## src/rtl/ad9837_spi_responder_if.sv

```systemverilog
// Three-wire AD9837 serial write bus: frame select, serial clock and data.
// The initiator drives all three lines; the responder only observes them.
`timescale 1ns/1ps
interface ad9837_spi_responder_if;
  logic fsync_i;
  logic sclk_i;
  logic sdata_i;

  modport master (output fsync_i, sclk_i, sdata_i);
  modport slave  (input  fsync_i, sclk_i, sdata_i);
endinterface

```

## src/rtl/ad9837_spi_responder.sv

```systemverilog
// AD9837 serial-write responder: oversamples FSYNC/SCLK/SDATA in the clk_i domain,
// deframes 16-bit words and mirrors the part's control, frequency and phase registers.
`timescale 1ns/1ps
module ad9837_spi_responder #(
  parameter int SYNC_STAGES = 2
) (
  input  logic                  clk_i,
  input  logic                  rst_i,
  ad9837_spi_responder_if.slave spi,
  output logic [15:0]           word_o,
  output logic                  word_valid_o,
  output logic                  update_o,
  output logic                  frame_err_o,
  output logic                  busy_o,
  output logic [15:0]           ctrl_o,
  output logic [27:0]           freq0_o,
  output logic [27:0]           freq1_o,
  output logic [11:0]           phase0_o,
  output logic [11:0]           phase1_o
);

  typedef enum logic {IDLE, FRAME} state_t;
  state_t state, state_nxt;

  logic [SYNC_STAGES-1:0] fsync_sync, sclk_sync, sdata_sync, settle;
  logic        fsync_s, sclk_s, sdata_s, fsync_d, sclk_d, armed;
  logic        fsync_fall, fsync_rise, sclk_fall, bit_take, word_done;
  logic [3:0]  cnt, cnt_base;
  logic [14:0] shift, shift_base;
  logic [15:0] word_p0;
  logic        vld_p0, err_p0;
  logic        pend, pend_n, pend_sel, pend_sel_n, upd_n, f_commit;
  logic [13:0] staged, staged_n, payload;
  logic [15:0] ctrl_n;
  logic [27:0] freq0_n, freq1_n, f_cur, f_new;
  logic [11:0] phase0_n, phase1_n;

  // Input synchronizers; the settle chain marks when they hold real samples, so
  // the idle-high reset value is never mistaken for a genuine FSYNC level.
  always_ff @(posedge clk_i or posedge rst_i) begin
    if (rst_i) begin
      fsync_sync <= '1;
      sclk_sync  <= '1;
      sdata_sync <= '0;
      settle     <= '0;
      fsync_d    <= 1'b1;
      sclk_d     <= 1'b1;
      armed      <= 1'b0;
    end else begin
      fsync_sync <= {fsync_sync[SYNC_STAGES-2:0], spi.fsync_i};
      sclk_sync  <= {sclk_sync[SYNC_STAGES-2:0], spi.sclk_i};
      sdata_sync <= {sdata_sync[SYNC_STAGES-2:0], spi.sdata_i};
      settle     <= {settle[SYNC_STAGES-2:0], 1'b1};
      fsync_d    <= fsync_s;
      sclk_d     <= sclk_s;
      armed      <= armed | (settle[SYNC_STAGES-1] & fsync_s);
    end
  end

  assign fsync_s    = fsync_sync[SYNC_STAGES-1];
  assign sclk_s     = sclk_sync[SYNC_STAGES-1];
  assign sdata_s    = sdata_sync[SYNC_STAGES-1];
  assign busy_o     = ~fsync_s;
  assign fsync_fall = armed & fsync_d & ~fsync_s;
  assign fsync_rise = ~fsync_d & fsync_s;
  assign sclk_fall  = sclk_d & ~sclk_s;

  always_ff @(posedge clk_i or posedge rst_i) begin
    if (rst_i) state <= IDLE;
    else       state <= state_nxt;
  end

  always_comb begin
    state_nxt = state;
    case (state)
      IDLE:    if (fsync_fall) state_nxt = FRAME;
      FRAME:   if (fsync_rise) state_nxt = IDLE;
      default: state_nxt = IDLE;
    endcase
  end

  assign cnt_base   = fsync_fall ? 4'd0 : cnt;
  assign shift_base = fsync_fall ? 15'd0 : shift;
  assign bit_take   = sclk_fall & ~fsync_s & ((state == FRAME) | fsync_fall);
  assign word_done  = bit_take & (cnt_base == 4'd15);

  // Stage p0: deframe bits into the shift register, capture completed words.
  always_ff @(posedge clk_i or posedge rst_i) begin
    if (rst_i) begin
      cnt    <= '0;
      shift  <= '0;
      vld_p0 <= 1'b0;
      err_p0 <= 1'b0;
    end else begin
      if (bit_take) begin
        shift <= {shift_base[13:0], sdata_s};
        cnt   <= cnt_base + 4'd1;
      end else if (fsync_fall) begin
        shift <= '0;
        cnt   <= '0;
      end
      vld_p0 <= word_done;
      err_p0 <= (state == FRAME) & fsync_rise & (cnt != 4'd0);
    end
  end

  always_ff @(posedge clk_i) begin
    if (word_done) word_p0 <= {shift_base, sdata_s};
    staged <= staged_n;
  end

  assign payload = word_p0[13:0];
  assign f_cur   = word_p0[15] ? freq1_o : freq0_o;

  always_comb begin
    ctrl_n     = ctrl_o;
    freq0_n    = freq0_o;
    freq1_n    = freq1_o;
    phase0_n   = phase0_o;
    phase1_n   = phase1_o;
    pend_n     = pend;
    pend_sel_n = pend_sel;
    staged_n   = staged;
    upd_n      = 1'b0;
    f_new      = f_cur;
    f_commit   = 1'b0;
    if (vld_p0) begin
      case (word_p0[15:14])
        2'b00: begin
          ctrl_n = {2'b00, word_p0[13:0]};
          upd_n  = 1'b1;
          pend_n = 1'b0;
        end
        2'b01, 2'b10: begin
          if (!ctrl_o[13]) begin
            f_commit = 1'b1;
            f_new    = ctrl_o[12] ? {payload, f_cur[13:0]} : {f_cur[27:14], payload};
          end else if (pend && (pend_sel == word_p0[15])) begin
            f_commit = 1'b1;
            f_new    = {payload, staged};
            pend_n   = 1'b0;
          end else begin
            // B28 mode: first half of a pair, or a switch to the other register.
            staged_n   = payload;
            pend_n     = 1'b1;
            pend_sel_n = word_p0[15];
          end
          if (f_commit) begin
            upd_n = 1'b1;
            if (word_p0[15]) freq1_n = f_new;
            else             freq0_n = f_new;
          end
        end
        default: begin
          if (word_p0[13]) phase1_n = word_p0[11:0];
          else             phase0_n = word_p0[11:0];
          upd_n  = 1'b1;
          pend_n = 1'b0;
        end
      endcase
    end
  end

  // Stage p1: register file and output pulses.
  always_ff @(posedge clk_i or posedge rst_i) begin
    if (rst_i) begin
      word_o       <= '0;
      word_valid_o <= 1'b0;
      update_o     <= 1'b0;
      frame_err_o  <= 1'b0;
      ctrl_o       <= '0;
      freq0_o      <= '0;
      freq1_o      <= '0;
      phase0_o     <= '0;
      phase1_o     <= '0;
      pend         <= 1'b0;
      pend_sel     <= 1'b0;
    end else begin
      if (vld_p0) word_o <= word_p0;
      word_valid_o <= vld_p0;
      update_o     <= upd_n;
      frame_err_o  <= err_p0;
      ctrl_o       <= ctrl_n;
      freq0_o      <= freq0_n;
      freq1_o      <= freq1_n;
      phase0_o     <= phase0_n;
      phase1_o     <= phase1_n;
      pend         <= pend_n;
      pend_sel     <= pend_sel_n;
    end
  end

endmodule

```

## src/flat_wrapper.sv

```systemverilog
// flat-port wrapper written by rule: the top's interface ports become plain ports
module ad9837_spi_responder_flat 
#(
  parameter int SYNC_STAGES = 2
)
  (clk_i, rst_i, word_o, word_valid_o, update_o, frame_err_o, busy_o, ctrl_o, freq0_o, freq1_o, phase0_o, phase1_o, spi_fsync_i, spi_sclk_i, spi_sdata_i);
  ad9837_spi_responder_if spi_i ();
  input  logic clk_i;
  input  logic rst_i;
  output logic [15:0] word_o;
  output logic word_valid_o;
  output logic update_o;
  output logic frame_err_o;
  output logic busy_o;
  output logic [15:0] ctrl_o;
  output logic [27:0] freq0_o;
  output logic [27:0] freq1_o;
  output logic [11:0] phase0_o;
  output logic [11:0] phase1_o;
  input wire logic [$bits(spi_i.fsync_i)-1:0] spi_fsync_i;
  input wire logic [$bits(spi_i.sclk_i)-1:0] spi_sclk_i;
  input wire logic [$bits(spi_i.sdata_i)-1:0] spi_sdata_i;
  assign spi_i.fsync_i = spi_fsync_i;
  assign spi_i.sclk_i = spi_sclk_i;
  assign spi_i.sdata_i = spi_sdata_i;
  ad9837_spi_responder #(.SYNC_STAGES(SYNC_STAGES)) u_core (.clk_i(clk_i), .rst_i(rst_i), .spi(spi_i), .word_o(word_o), .word_valid_o(word_valid_o), .update_o(update_o), .frame_err_o(frame_err_o), .busy_o(busy_o), .ctrl_o(ctrl_o), .freq0_o(freq0_o), .freq1_o(freq1_o), .phase0_o(phase0_o), .phase1_o(phase1_o));
endmodule
```

## config.mk

```make
export PLATFORM = sky130hd
export DESIGN_NAME = ad9837_spi_responder_flat
export DESIGN_NICKNAME = d
export VERILOG_FILES = /design/src/rtl/ad9837_spi_responder_if.sv /design/src/rtl/ad9837_spi_responder.sv /design/src/flat_wrapper.sv
export SDC_FILE = /design/constraint.sdc
export NUM_CORES = 1
export LEC_CHECK = 0
export ABC_AREA = 1
export CAP_MARGIN = 30
export CORE_ASPECT_RATIO = 2
export CORE_MARGIN = 2
export CORE_UTILIZATION = 28
export CTS_BUF_LIST = sky130_fd_sc_hd__clkbuf_4
export CTS_CLUSTER_SIZE = 30
export DETAILED_ROUTE_END_ITERATION = 8
export GPL_ROUTABILITY_DRIVEN = 1
export GPL_TIMING_DRIVEN = 0
export HOLD_SLACK_MARGIN = 0.03
export PLACE_DENSITY = 0.47
export SLEW_MARGIN = 20
export SYNTH_ARGS = -nofsm -noshare
export SYNTH_HDL_FRONTEND = slang
export SYNTH_SLANG_ARGS = --single-unit
export TNS_END_PERCENT = 20
```

## constraint.sdc

```tcl
create_clock -name clk_i -period 16.3 [get_ports clk_i]
set_input_delay 4.89 -clock clk_i [delete_from_list [all_inputs] [get_ports clk_i]]
set_output_delay 4.89 -clock clk_i [all_outputs]
set_load 0.05 [all_outputs]
```

Yosys cells after proc, flatten, opt, wreduce, memory -nomap -nowiden
Index checks and enable logic that the tools add are counted.

Bitwise logic cells: 20. Equal/unequal tests: 5. Reduce and logical (&&, ||, !) cells: 12. Muxes and demuxes: 21. Add/subtract/negate cells: 1.

Operators with widths (count): 28-bit 2-to-1 mux (4); 15-bit 2-to-1 mux (2); 1-bit 2-to-1 mux (12); 4-bit AND reduction (3); 1-bit AND (10); 4-bit 2-to-1 mux (2); 1-bit inverter (8); 3-bit AND reduction (2); 4-bit by 1-bit adder with 4-bit output, second input constant (1); 4-bit equality test, second input constant (1); 2-bit AND reduction (2); 4-bit nonzero test (1); 3-bit OR reduction (1); 2-bit by 1-bit equality test with 1-bit output, second input constant (1); 2-bit equality test, second input constant (1); 2-bit zero test (1); 2-bit by 1-bit inequality test with 1-bit output, second input constant (1); 1-bit OR (2); 1-bit one-hot mux with 2 select lines (1); 2-bit OR reduction (1); 1-bit equality test (1); 1-bit logical AND (1).

Word-level logic and storage cells: 84. Bits in registers: 178. Output and inout port bits: 116.

Longest topological paths before layout
Gate-level depths: netlist of the first run.

Depth in word-level cells: 9. Mapped depth: 10.

Worst setup path after synthesis of the first run
OpenSTA, ideal clock, no wires.

Path type: reg2out. Start: register u_core.fsync_sync[1]. End: output port busy_o. Path buffers: 0. Stages on the path, launching flop included: 2. Slack: 10.675 ns. Data arrival time: 0.735 ns. Required time: 11.410 ns. Cells stage by stage: dfstp_2 -> inv_1.

Longest elaborated chain between the ends: 1.

RTL lines: from (decl) (line ad9837_spi_responder.sv:25) `logic [SYNC_STAGES-1:0] fsync_sync, sclk_sync, sdata_sync, settle;`; from (signal assigned) (line ad9837_spi_responder.sv:50) `fsync_sync <= {fsync_sync[SYNC_STAGES-2:0], spi.fsync_i};`; 1-bit inverter (line ad9837_spi_responder.sv:63) `assign busy_o = ~fsync_s;`; to (decl) (line flat_wrapper.sv:14) `output logic busy_o;`.

No other way between the ends.

Final worst setup path of the first run
Start: register u_core.ctrl_o[12]. End: output port ctrl_o[12].

RTL lines: from (decl) (line ad9837_spi_responder.sv:15) `output logic [15:0] ctrl_o,`; from (signal assigned) (line ad9837_spi_responder.sv:183) `ctrl_o <= ctrl_n;`; to (decl) (line flat_wrapper.sv:15) `output logic [15:0] ctrl_o;`.

No word-level cell between the ends.

==> impl_metrics.toml, run 1 <==
[floorplan]
rows = 84
core_mm2 = 0.0262
die_h_um = 234
io-pin-count = 121
fp.dieW_um = 119
initial_core_util_pct = 28.3
dieArea_mm2 = 0.0279

[clock_tree]
root_buffer = "clkbuf_4"
post_cts_buffers = 0
cts_tree = "built"
cts.clk_slew.worst_paths_ps = 150
cts.sinks = 178
cts_hold_buf = 0
cts_htree_levels = 4
clk_path_buf_depth = 2
numCtsBuffers = 17
clk_latency_ps = 620
cts_resized = 0

[hold_path]
hp-class = "flop to flop"
hold_start = "u_core.sdata_sync[0]$_DFF_PP0_"

[synth]
yosysUniqueCellTypes = 29
synth_area_leaders = "dfrtp_1, nand2_1, edfxtp_1"
ys_top_cells_by_count = "nand2_1, dfrtp_1, nand3_1"
synth_top_area_share_pct = 48.0
synth_top_area_cell = "dfrtp_1"
netlist_instances = 802
ys_seq_area_share_pct = 62.3
avgSynthCellArea_um2 = 9.24
synthArstFlopShare_pct = 83.1
ys_warn_count = 0
yosys_most_used_dff = "dfrtp_1"
yosysMostFrequentCell = "nand2_1"
syn_area_mm2 = 0.00741
synth_edf_count = 30
ys_ff_latch = 178

[cells_and_area]
final_core_util_pct = 35.7
synthToLayoutAreaGrowth_pct = 26.2
drive_gt1_share_pct = 7.74
final_area_mm2 = 0.00935
final_nets = 952

[run_status]
status = "completed"

[power_and_ir_drop]
p_per_area_mw_per_mm2 = 77.5
vdd_drop_max_mv = 0.0396
p_leak_nw = 4.42

[timing]
fin_skew_ps = 21.9
setup_viol = 0
fin_crit_sh_pct = 42.3
hold_violations = 0
worst_pin_slew_ps = 620
fmax_mhz = 145
max_slew_margin_pct = 58.6
grt_setup_unrepaired = "false"
hold_ws_ps = 365
drv_slew = 0
fin_tns_setup_ps = 0
min_period_ps = 6890

[drt]
dr_total_vias = 5796
drc_errors = 0
routedWlPerCell_um = 17.1
drt-total-wl_um = 22300
dr.pass1.iters = 5
via_per_inst = 4.46
drt_iter0_drc = 311
ant_nets = 0

[worst_setup_path]
crit_family = "buffers and inverters"
required_ps = 11410
crit_fanout = 5
critPathSlowestCell = "clkdlybuf4s50_1"
max_stage_delay_ps = 860
worst-path-buf-inv = 1
arrival_ps = 2000
r2r_start = "u_core.word_p0[15]$_DFFE_PP_"
path_cells = "clkdlybuf4s50_1"
cp-startpoint = "u_core.ctrl_o[12]$_DFFE_PP0P_"
cp-start-kind = "flop"
crit_type = "flop to primary output"
end_kind = "primary output"

[grt]
antenna_found_initial = 1
grt_max_degree = 88
overflow = 0
grtUsageTotal_pct = 16.7
grt_first_pass_wirelength_um = 34500
grt_pass1_vias = 5787

[place]
port_buffers = 118
gp_congestion = 0.804
hpwl_um = 16400
placed_cell_area_mm2 = 0.00907

[flow_run]
drv_cap = 0
==> logic make-up (layout without fill, tap and decap cells) <==
logic type	after synthesis	count (layout)	synth area share, %
fa+ha+maj	4	4	0.676
buf+inv	93	246	5.59
flops	178	178	62.3
mux	14	14	1.89
other cells	2	4	0.101
xor+xnor	1	1	0.118
simple gates	420	420	23.2
compound gates	90	90	6.17
==> where the power goes <==
| group | leakage (nW) | switching (mW) | internal, mW |
|---|---|---|---|
| clock | 0.154 | 0.167 | 0.0825 |
| combinational | 1.93 | 0.0147 | 0.00435 |
| sequential | 2.33 | 0.00119 | 0.455 |
==> through the flow <==
step | worst slack (ps) | power [mW] | cells
finish | 9410 | 0.725 | 1301
global route | 9310 | 0.755 | 1301
CTS | 9330 | 0.737 | 1300
detailed placement | 10080 | 0.484 | 1268
global placement | 5090 | 0.483 | 1265
floorplan | 7440 | 0.477 | 803
==> final cells by class <==
cell class                      count  area (um^2)
Multi-Input combinational cell    532         2390
Tap cell                          344          430
Buffer                             40          215
Sequential cell                   178         4610
Timing Repair Buffer              121         1220
Fill cell                        2693        16800
Clock inverter                     13          126
Antenna cell                        1         2.50
Inverter                           53          206
Clock buffer                       19          143
==> registers in the layout, summed over array words and instances, names as in the netlist, 2 cells and up <==
register,count
u_core.freq0_o,28
u_core.freq1_o,28
u_core.word_o,16
u_core.word_p0,16
u_core.shift,15
u_core.ctrl_o,14
u_core.staged,14
u_core.phase0_o,12
u_core.phase1_o,12
u_core.cnt,4
u_core.fsync_sync,2
u_core.sclk_sync,2
u_core.sdata_sync,2
u_core.settle,2
==> path summary, 6_finish.rpt <==
kind                                                        to  slack (ps)  cells after the start
worst max register to register      u_core.staged[2]$_DFFE_PP_       13490                      6
worst min register to register  u_core.sdata_sync[1]$_DFF_PP0_         360                      0
worst min-delay path            u_core.sdata_sync[1]$_DFF_PP0_         360                      0
min in group asynchronous       u_core.phase1_o[5]$_DFFE_PP0P_        4680                      2
max in group asynchronous       u_core.fsync_sync[1]$_DFF_PP1_       10810                      3
worst max-delay path                                ctrl_o[12]        9410                      1
==> per-layer routing <==
layer  track usage (%)  vias up  share of wire [%]  routed length [um]
met2              30.7      134                 56               12400
met3              3.26       31                3.3                 738
li1                  -     2852                  -                   -
met5                 0        -                  0                   0
met1              18.5     2779                 38                8500
met4              7.14        0                3.0                 661
==> cell usage in the layout (no fill, tap or decap), types with 5 or more instances in the layout <==
master / count
nand2_1: 315
dfrtp_1: 142
clkdlybuf4s50_1: 118
nand3_1: 74
o21ai_0: 73
inv_1: 48
edfxtp_1: 30
nor2_1: 22
clkbuf_4: 19
clkbuf_1: 17
buf_2: 15
a21oi_1: 15
mux2i_1: 14
dfstp_2: 6
buf_4: 5
inv_6: 5
Power figures use the tool's default switching activity.
==> run 2: changes to the inputs <==
clock period = 6.9 ns   (was 16.3 ns; I/O delays follow)
==> results of run 2 <==
The final DEF is identical to that of run 1. Status: completed.
Among the figures that moved: setup slack after placement 10080 ps -> 3500 ps; setup slack after layout 9410 ps -> 2830 ps; register-to-register setup slack 13490 ps -> 4090 ps; total power 0.725 mW -> 1.71 mW; worst IR drop on VDD 0.0396 mV -> 0.0935 mV
